==> config.mk <==
export PLATFORM = sky130hd
export DESIGN_NAME = axis_meta_demux
export DESIGN_NICKNAME = d
export VERILOG_FILES = /design/src/rtl/axis_meta_demux.sv
export SDC_FILE = /design/constraint.sdc
export NUM_CORES = 1
export LEC_CHECK = 0
export ABC_CLOCK_PERIOD_IN_PS = 2500
export CAP_MARGIN = 20
export CORE_AREA = 2 2 465 467
export CTS_CLUSTER_SIZE = 25
export DETAILED_ROUTE_END_ITERATION = 10
export DIE_AREA = 0 0 467 469
export DONT_BUFFER_PORTS = 1
export SYNTH_ARGS = -nofsm -noshare
export SYNTH_HDL_FRONTEND = slang
export SYNTH_SLANG_ARGS = --single-unit
==> constraint.sdc <==
create_clock -name s_axis_aclk -period 2.5 [get_ports s_axis_aclk]
set_clock_uncertainty 0.1 [all_clocks]
set_input_delay 0.375 -clock s_axis_aclk [delete_from_list [all_inputs] [get_ports s_axis_aclk]]
set_output_delay 0.375 -clock s_axis_aclk [all_outputs]
set_load 0.005 [all_outputs]
==> src/rtl/axis_meta_demux.sv <==
// axis_meta_demux: per-packet AXI-Stream demultiplexer driven by user_metadata.
// The destination is read from the first beat's metadata. The whole packet is then
// steered to one of NUM_CH channels through a single output register stage.
// Packets with no metadata or an out-of-range destination are consumed and dropped.
// Optional build macro: AXIS_META_DEMUX_STATS_EN adds the per-channel packet
// counters and the drop counter (stat_pkt_cnt, stat_drop_cnt).
module axis_meta_demux #(
  parameter int TDATA_NUM_BYTES      = 64,
  parameter int USER_META_DATA_WIDTH = 9,
  parameter int NUM_CH               = 4,
  parameter int DEST_LSB             = 0,
  parameter int DEST_WIDTH           = 4
) (
  input  logic                              s_axis_aclk,
  input  logic                              s_axis_aresetn,
  input  logic [USER_META_DATA_WIDTH-1:0]   user_metadata_in,
  input  logic                              user_metadata_in_valid,
  input  logic [TDATA_NUM_BYTES*8-1:0]      s_axis_tdata,
  input  logic [TDATA_NUM_BYTES-1:0]        s_axis_tkeep,
  input  logic                              s_axis_tvalid,
  input  logic                              s_axis_tlast,
  output logic                              s_axis_tready,
  output logic [TDATA_NUM_BYTES*8-1:0]      m_axis_tdata,
  output logic [TDATA_NUM_BYTES-1:0]        m_axis_tkeep,
  output logic [NUM_CH-1:0]                 m_axis_tvalid,
  output logic                              m_axis_tlast,
  input  logic [NUM_CH-1:0]                 m_axis_tready,
  output logic [USER_META_DATA_WIDTH-1:0]   user_metadata_out,
  output logic                              user_metadata_out_valid,
`ifdef AXIS_META_DEMUX_STATS_EN
  output logic [NUM_CH*32-1:0]              stat_pkt_cnt,
  output logic [31:0]                       stat_drop_cnt,
`endif
  output logic                              drop_pulse
);

  localparam int SEL_W = (NUM_CH > 1) ? $clog2(NUM_CH) : 1;
  localparam int DW    = TDATA_NUM_BYTES * 8;

  typedef enum logic [1:0] {
    ST_IDLE = 2'd0,
    ST_FWD  = 2'd1,
    ST_DROP = 2'd2
  } state_t;

  state_t state_reg, state_next;

  // Registered copy of reset so tready stays low for the whole reset cycle
  logic aresetn_q_reg;

  // Output register stage (one beat deep)
  logic                            out_full_reg, out_full_next;
  logic [DW-1:0]                   out_data_reg, out_data_next;
  logic [TDATA_NUM_BYTES-1:0]      out_keep_reg, out_keep_next;
  logic                            out_last_reg, out_last_next;
  logic [USER_META_DATA_WIDTH-1:0] out_meta_reg, out_meta_next;
  logic                            out_meta_valid_reg, out_meta_valid_next;
  logic [SEL_W-1:0]                sel_reg, sel_next;
  logic                            drop_pulse_reg, drop_pulse_next;

  logic [DEST_WIDTH-1:0] dest;
  logic [31:0]           dest_ext;
  logic                  meta_ok;
  logic                  sel_ready;
  logic                  in_hs;
  logic                  unload;
  logic                  load;
  logic                  load_first;
  logic                  drop_event;

  assign dest      = user_metadata_in[DEST_LSB +: DEST_WIDTH];
  assign dest_ext  = 32'(dest);
  assign meta_ok   = user_metadata_in_valid & (dest_ext < 32'(NUM_CH));
  // sel only ever holds an in-range channel, so this index is always valid
  assign sel_ready = m_axis_tready[sel_reg];
  assign unload    = out_full_reg & sel_ready;

  // Accept when the register is empty, drains this cycle, or the packet is being discarded
  assign s_axis_tready = aresetn_q_reg & (~out_full_reg | sel_ready | (state_reg == ST_DROP));
  assign in_hs         = s_axis_tvalid & s_axis_tready;

  // FSM state register
  always_ff @(posedge s_axis_aclk) begin
    if (!s_axis_aresetn) begin
      state_reg <= ST_IDLE;
    end else begin
      state_reg <= state_next;
    end
  end

  // Next-state and beat routing decisions
  always_comb begin
    state_next = state_reg;
    load       = 1'b0;
    load_first = 1'b0;
    drop_event = 1'b0;
    case (state_reg)
      ST_IDLE: begin
        if (in_hs) begin
          if (meta_ok) begin
            load       = 1'b1;
            load_first = 1'b1;
            if (!s_axis_tlast) state_next = ST_FWD;
          end else if (s_axis_tlast) begin
            drop_event = 1'b1;
          end else begin
            state_next = ST_DROP;
          end
        end
      end
      ST_FWD: begin
        if (in_hs) begin
          load = 1'b1;
          if (s_axis_tlast) state_next = ST_IDLE;
        end
      end
      ST_DROP: begin
        if (in_hs && s_axis_tlast) begin
          drop_event = 1'b1;
          state_next = ST_IDLE;
        end
      end
      default: state_next = ST_IDLE;
    endcase
  end

  // Output register next values: load replaces, unload empties, otherwise hold
  always_comb begin
    out_full_next       = load | (out_full_reg & ~unload);
    out_data_next       = load ? s_axis_tdata : out_data_reg;
    out_keep_next       = load ? s_axis_tkeep : out_keep_reg;
    out_last_next       = load ? s_axis_tlast : out_last_reg;
    out_meta_valid_next = load ? load_first : (unload ? 1'b0 : out_meta_valid_reg);
    out_meta_next       = load_first ? user_metadata_in : out_meta_reg;
    sel_next            = load_first ? dest_ext[SEL_W-1:0] : sel_reg;
    drop_pulse_next     = drop_event;
  end

  // Output register stage and reset tracking
  always_ff @(posedge s_axis_aclk) begin
    aresetn_q_reg <= s_axis_aresetn;
    if (!s_axis_aresetn) begin
      out_full_reg       <= 1'b0;
      out_data_reg       <= '0;
      out_keep_reg       <= '0;
      out_last_reg       <= 1'b0;
      out_meta_reg       <= '0;
      out_meta_valid_reg <= 1'b0;
      sel_reg            <= '0;
      drop_pulse_reg     <= 1'b0;
    end else begin
      out_full_reg       <= out_full_next;
      out_data_reg       <= out_data_next;
      out_keep_reg       <= out_keep_next;
      out_last_reg       <= out_last_next;
      out_meta_reg       <= out_meta_next;
      out_meta_valid_reg <= out_meta_valid_next;
      sel_reg            <= sel_next;
      drop_pulse_reg     <= drop_pulse_next;
    end
  end

  // One-hot channel valid decoded from the held selection
  for (genvar gi = 0; gi < NUM_CH; gi++) begin : g_valid
    assign m_axis_tvalid[gi] = out_full_reg & (sel_reg == SEL_W'(gi));
  end

  assign m_axis_tdata            = out_data_reg;
  assign m_axis_tkeep            = out_keep_reg;
  assign m_axis_tlast            = out_last_reg;
  assign user_metadata_out       = out_meta_reg;
  assign user_metadata_out_valid = out_meta_valid_reg;
  assign drop_pulse              = drop_pulse_reg;

`ifdef AXIS_META_DEMUX_STATS_EN
  logic [31:0] pkt_cnt_reg [NUM_CH];
  logic [31:0] drop_cnt_reg;

  for (genvar gi = 0; gi < NUM_CH; gi++) begin : g_stats
    // Count packet ends leaving on this channel; wraps naturally
    always_ff @(posedge s_axis_aclk) begin
      if (!s_axis_aresetn) begin
        pkt_cnt_reg[gi] <= '0;
      end else if (unload && out_last_reg && (sel_reg == SEL_W'(gi))) begin
        pkt_cnt_reg[gi] <= pkt_cnt_reg[gi] + 32'd1;
      end
    end
    assign stat_pkt_cnt[gi*32 +: 32] = pkt_cnt_reg[gi];
  end

  // Count drop pulses; wraps naturally
  always_ff @(posedge s_axis_aclk) begin
    if (!s_axis_aresetn) begin
      drop_cnt_reg <= '0;
    end else if (drop_pulse_reg) begin
      drop_cnt_reg <= drop_cnt_reg + 32'd1;
    end
  end
  assign stat_drop_cnt = drop_cnt_reg;
`endif

endmodule

* Word level (Yosys, flattened, before mapping)
Index checks and enable logic that the tools add are counted. Widths: inputs -> output; s select.
Cells by class: $lt $le $gt $ge 2, equality and inequality tests 10, multiplexer cells 22, bitwise gates (word level) 14, reduce and logical (&&, ||, !) cells 5
Operator list (count):
- $mux 2 | 7
- $mux 1 | 11
- $and 1x1->1 | 9
- $ne 2x2->1 const B | 4
- $eq 2x2->1 const B | 3
- $pmux 2 s3 | 1
- $reduce_and 5->1 | 1
- $eq 2x1->1 const B | 2
- $logic_not 2->1 | 2
- $lt 4x3->1 const B | 1
- $pmux 1 s2 | 2
- $lt 2x3->1 const B | 1
- $or 1x1->1 | 3
- $bmux 1 s2 | 1
- $ne 2x1->1 const B | 1
- $not 1->1 | 2
- $reduce_bool 2->1 | 1
- $logic_and 1x1->1 | 1
Word-level totals: bits in registers 594, bits of input ports 594, output and inout bits 593, word-level logic and storage cells 63

* Depth between registers and ports, before layout
word-level depth 9, depth in mapped cells 7, gate-level depth less buffers 4

* Worst setup path after synthesis
No wires, ideal clock.
path type register to register, start point reg, netlist name user_metadata_out[1], end point reg out_full_reg, library setup time 0.115 ns, data arrival time 1.881 ns, setup slack 0.404 ns, stages on the path, launching flop included 8, path through dfxtp_1 -> mux2_2 -> o22ai_1 -> nor4_2 -> buf_2 -> buf_4 -> buf_4 -> o21a_1
RTL lines:
- end signal, assigned | line 152 | out_full_reg <= out_full_next;
- end, declared | line 52 | logic out_full_reg, out_full_next;

==> flow_metrics.py <==
metrics = {
    "synth": {
        "synth_nets": 3172,
        "synth-seq-cells": 592,
        "synth_top_area_frac": 0.510,
        "syn_avg_cell_area_um2": 9.01,
        "postSynthCellCount": 2578,
        "yosys.area_share.simple": 0.195,
        "synth-seq-area-share": 0.510,
        "ys_top_cells_by_area": "dfxtp_1 (51%), mux2i_1 (25%), nand2_1 (19%)",
        "ys_warn_count": 0,
        "synth-compound-area-share": 0.00248,
        "synth_top_family_by_area": "multiplexers",
        "yosys.area.top_type": "dfxtp_1",
        "syn_area_um2": 23200,
        "ys_types": 26,
        "synth_xor_area_frac": 0,
        "synth_adder_area_share": 0,
        "synth.mux.area_fraction": 0.253,
    },
    "route": {
        "drt-total-wl_um": 140000,
        "dr_wl_met2_um": 58800,
        "wl_met1_um": 51900,
        "detail-route-antenna-nets": 0,
        "routedWlPerCell_um": 21.9,
        "routed.top_layer": "met5",
        "drc": 0,
        "first_iter_violations": 1412,
        "first_pass_iters": 5,
        "detail_route.vias_per_cell": 3.55,
        "wl_met3_um": 16600,
        "dr_total_vias": 22700,
    },
    "sta": {
        "finalHoldViolCount": 0,
        "slew_violations": 377,
        "relSlewSlack": -0.532,
        "rsz0062_at_grt": "no",
        "worst_pin_slew_ns": 2.30,
        "fmax_mhz": 408,
        "fin_setup_tns_ns": 0,
        "setup_viol": 0,
        "finalCritPeriodShare": 0.980,
        "finalCriticalPeriod_ns": 2.45,
    },
    "status": {
        "violations": "slew limit",
        "status": "finished with violations",
    },
    "place": {
        "port_buffers": 0,
        "gp_congestion": 0.954,
        "dp_cells": 5280,
        "placed_area_um2": 26500,
        "hpwl_um": 102000,
    },
    "floorplan": {
        "ioPinCount": 1187,
        "core_um2": 214000,
        "dieArea_um2": 219000,
        "start_util": 0.109,
        "die_w_um": 467,
        "rows": 170,
        "die_y_um": 469,
    },
    "cells_and_area": {
        "layout-drive-gt1-share": 0.0576,
        "final_cell_area_um2": 38400,
        "final_nets": 4027,
        "area_delta_synth_final_pct": 65.5,
        "stdcell_count": 6388,
        "fillers": 23200,
        "largest_reg_flops": 512,
    },
    "setup_path": {
        "arrival_ns": 2.96,
        "critPathLaunchType": "flip-flop",
        "critPathTopFamily": "buffers and inverters",
        "critPathSlowestCell": "dfxtp_2",
        "worstPathRequired_ns": 3.00,
        "path_buf_inv": 4,
        "cp-end-kind": "flip-flop",
        "max_stage_delay_ns": 0.41,
        "critPathMaxFanout": 32,
        "path_cells": "nand2b_1 -> o22ai_4 -> buf_4 -> nor4_4 -> buf_12 -> buf_12 -> clkbuf_16 -> mux2i_1",
        "cpMostUsedCell": "buf_12",
        "crit_type": "flip-flop to flip-flop",
    },
    "cts": {
        "cts.sinks": 592,
        "clk_latency_ns": 0.69,
        "cts_buffers": 73,
        "root_buffer": "clkbuf_16",
        "cts_max_level": 3,
        "cts_tree": "yes",
        "clockBufferDepth": 3,
        "clkTransAtPathRegs_ns": 0.06,
    },
    "pwr": {
        "ir_drop_mv": 0.456,
        "power_leakage_nw": 12.7,
        "power.density_nw_per_um2": 598,
        "design_power_total_w": 0.0230,
    },
    "grt": {
        "grt_overflow": 0,
        "grt_pass1_vias": 22600,
        "antenna_found_initial": 145,
        "grt_max_degree": 937,
        "grt_pass1_wl_um": 181000,
        "grt_use_total": 0.120,
    },
    "job": {
        "cap_violations": 0,
    },
    "min_path": {
        "hold_path.class": "input pin to flip-flop",
    },
}
-- worst paths after layout --
kind                        startpoint                 to  slack (ns)  cells past startpoint
setup reg to reg  user_metadata_out[0]  m_axis_tdata[325]        0.05                      8
setup / recovery  user_metadata_out[0]  m_axis_tdata[325]        0.05                      8
hold / removal     user_metadata_in[2]       state_reg[1]        0.13                      5
hold reg to reg      m_axis_tdata[310]  m_axis_tdata[310]        0.38                      2
-- routing by layer --
metal,up-vias,GRT usage
met2,1524,0.181
met5,-,0
li1,10100,-
met4,86,0.0971
met1,10500,0.128
met3,475,0.0547
-- synth_stat cells --
cell          n
a21boi_0      1
buf_1         1
o22ai_1       1
buf_4        35
o22a_1        1
and3b_1       2
o21a_1        1
nor4b_1       1
nand3_1       2
mux2i_1     584
nor3b_1       2
nor4_2        1
nor3_1        2
a41oi_1       1
buf_2        29
dfxtp_1     592
or3_1         1
inv_1         1
nand4_1       1
a21oi_1       2
mux2_2        2
clkbuf_1    131
nor2_1        8
nand2b_1      4
nand2_1    1171
o2bb2ai_1     1
-- final cells by class --
cell class / count / area (µm²) / share of cell area
multi-input cells: 1789 / 10500 / 0.273
clock buffers: 94 / 2050 / 0.0532
inverters: 1 / 3.75 / 0.0000976
diodes: 60 / 150 / 0.00391
flip-flops and latches: 592 / 11900 / 0.308
well taps: 2838 / 3550 / 0.0924
clock inverters: 38 / 458 / 0.0119
repair buffers: 976 / 9870 / 0.257
-- cells in the final DEF, fill, tap and decap left out, drive strengths merged, types with 2 or more instances in the layout --
master       instances
a21oi                2
and3b                2
buf                 67
bufinv               4
clkbuf              96
clkinv              16
clkinvlp             6
dfxtp              592
diode               60
dlygate4sd3        907
inv                 13
mux2                 2
mux2i              584
nand2             1171
nand2b               4
nand3                2
nor2                 8
nor3                 2
nor3b                2
-- logic make-up (layout without fill, tap and decap cells) --
group,Yosys count,in the layout
compound gates,8,8
buf+inv,197,1109
other cells,0,60
flops,592,592
simple gates,1195,1195
mux,586,586
-- tightest hold or removal path, stage by stage --
cell	delay, ns
nor3b_1	0.04
buf_4	0.14
nor2_1	0.09
a21oi_1	0.07
nor3b_1	0.15
-- repair_timing --
item                       in CTS  in global routing
hold buffers                  910                  0
pin swaps                       1                  1
cloned                          0                  2
buffers inserted                4                  0
hold endpoints to repair      588                  0
gates resized for setup        11                  2
setup endpoints to repair       1                  4
-- power by group --
group / internal, W / switching (W) / leakage, nW
combinational: 0.00114 / 0.000873 / 6.68
sequential: 0.00957 / 0.000179 / 4.78
clock: 0.00634 / 0.00488 / 1.22
-- through the flow --
step                      setup WS (ns)  hold WS, ns   util
final                            0.0492        0.132  0.180
after global routing            0.00571        0.114  0.180
after CTS                       -0.0303      0.00500  0.179
after detailed placement         0.0422        0.367  0.124
after global placement           0.0465        0.364  0.124
after floorplan                   0.404        0.303      -
(Power assumes the default switching activity.)
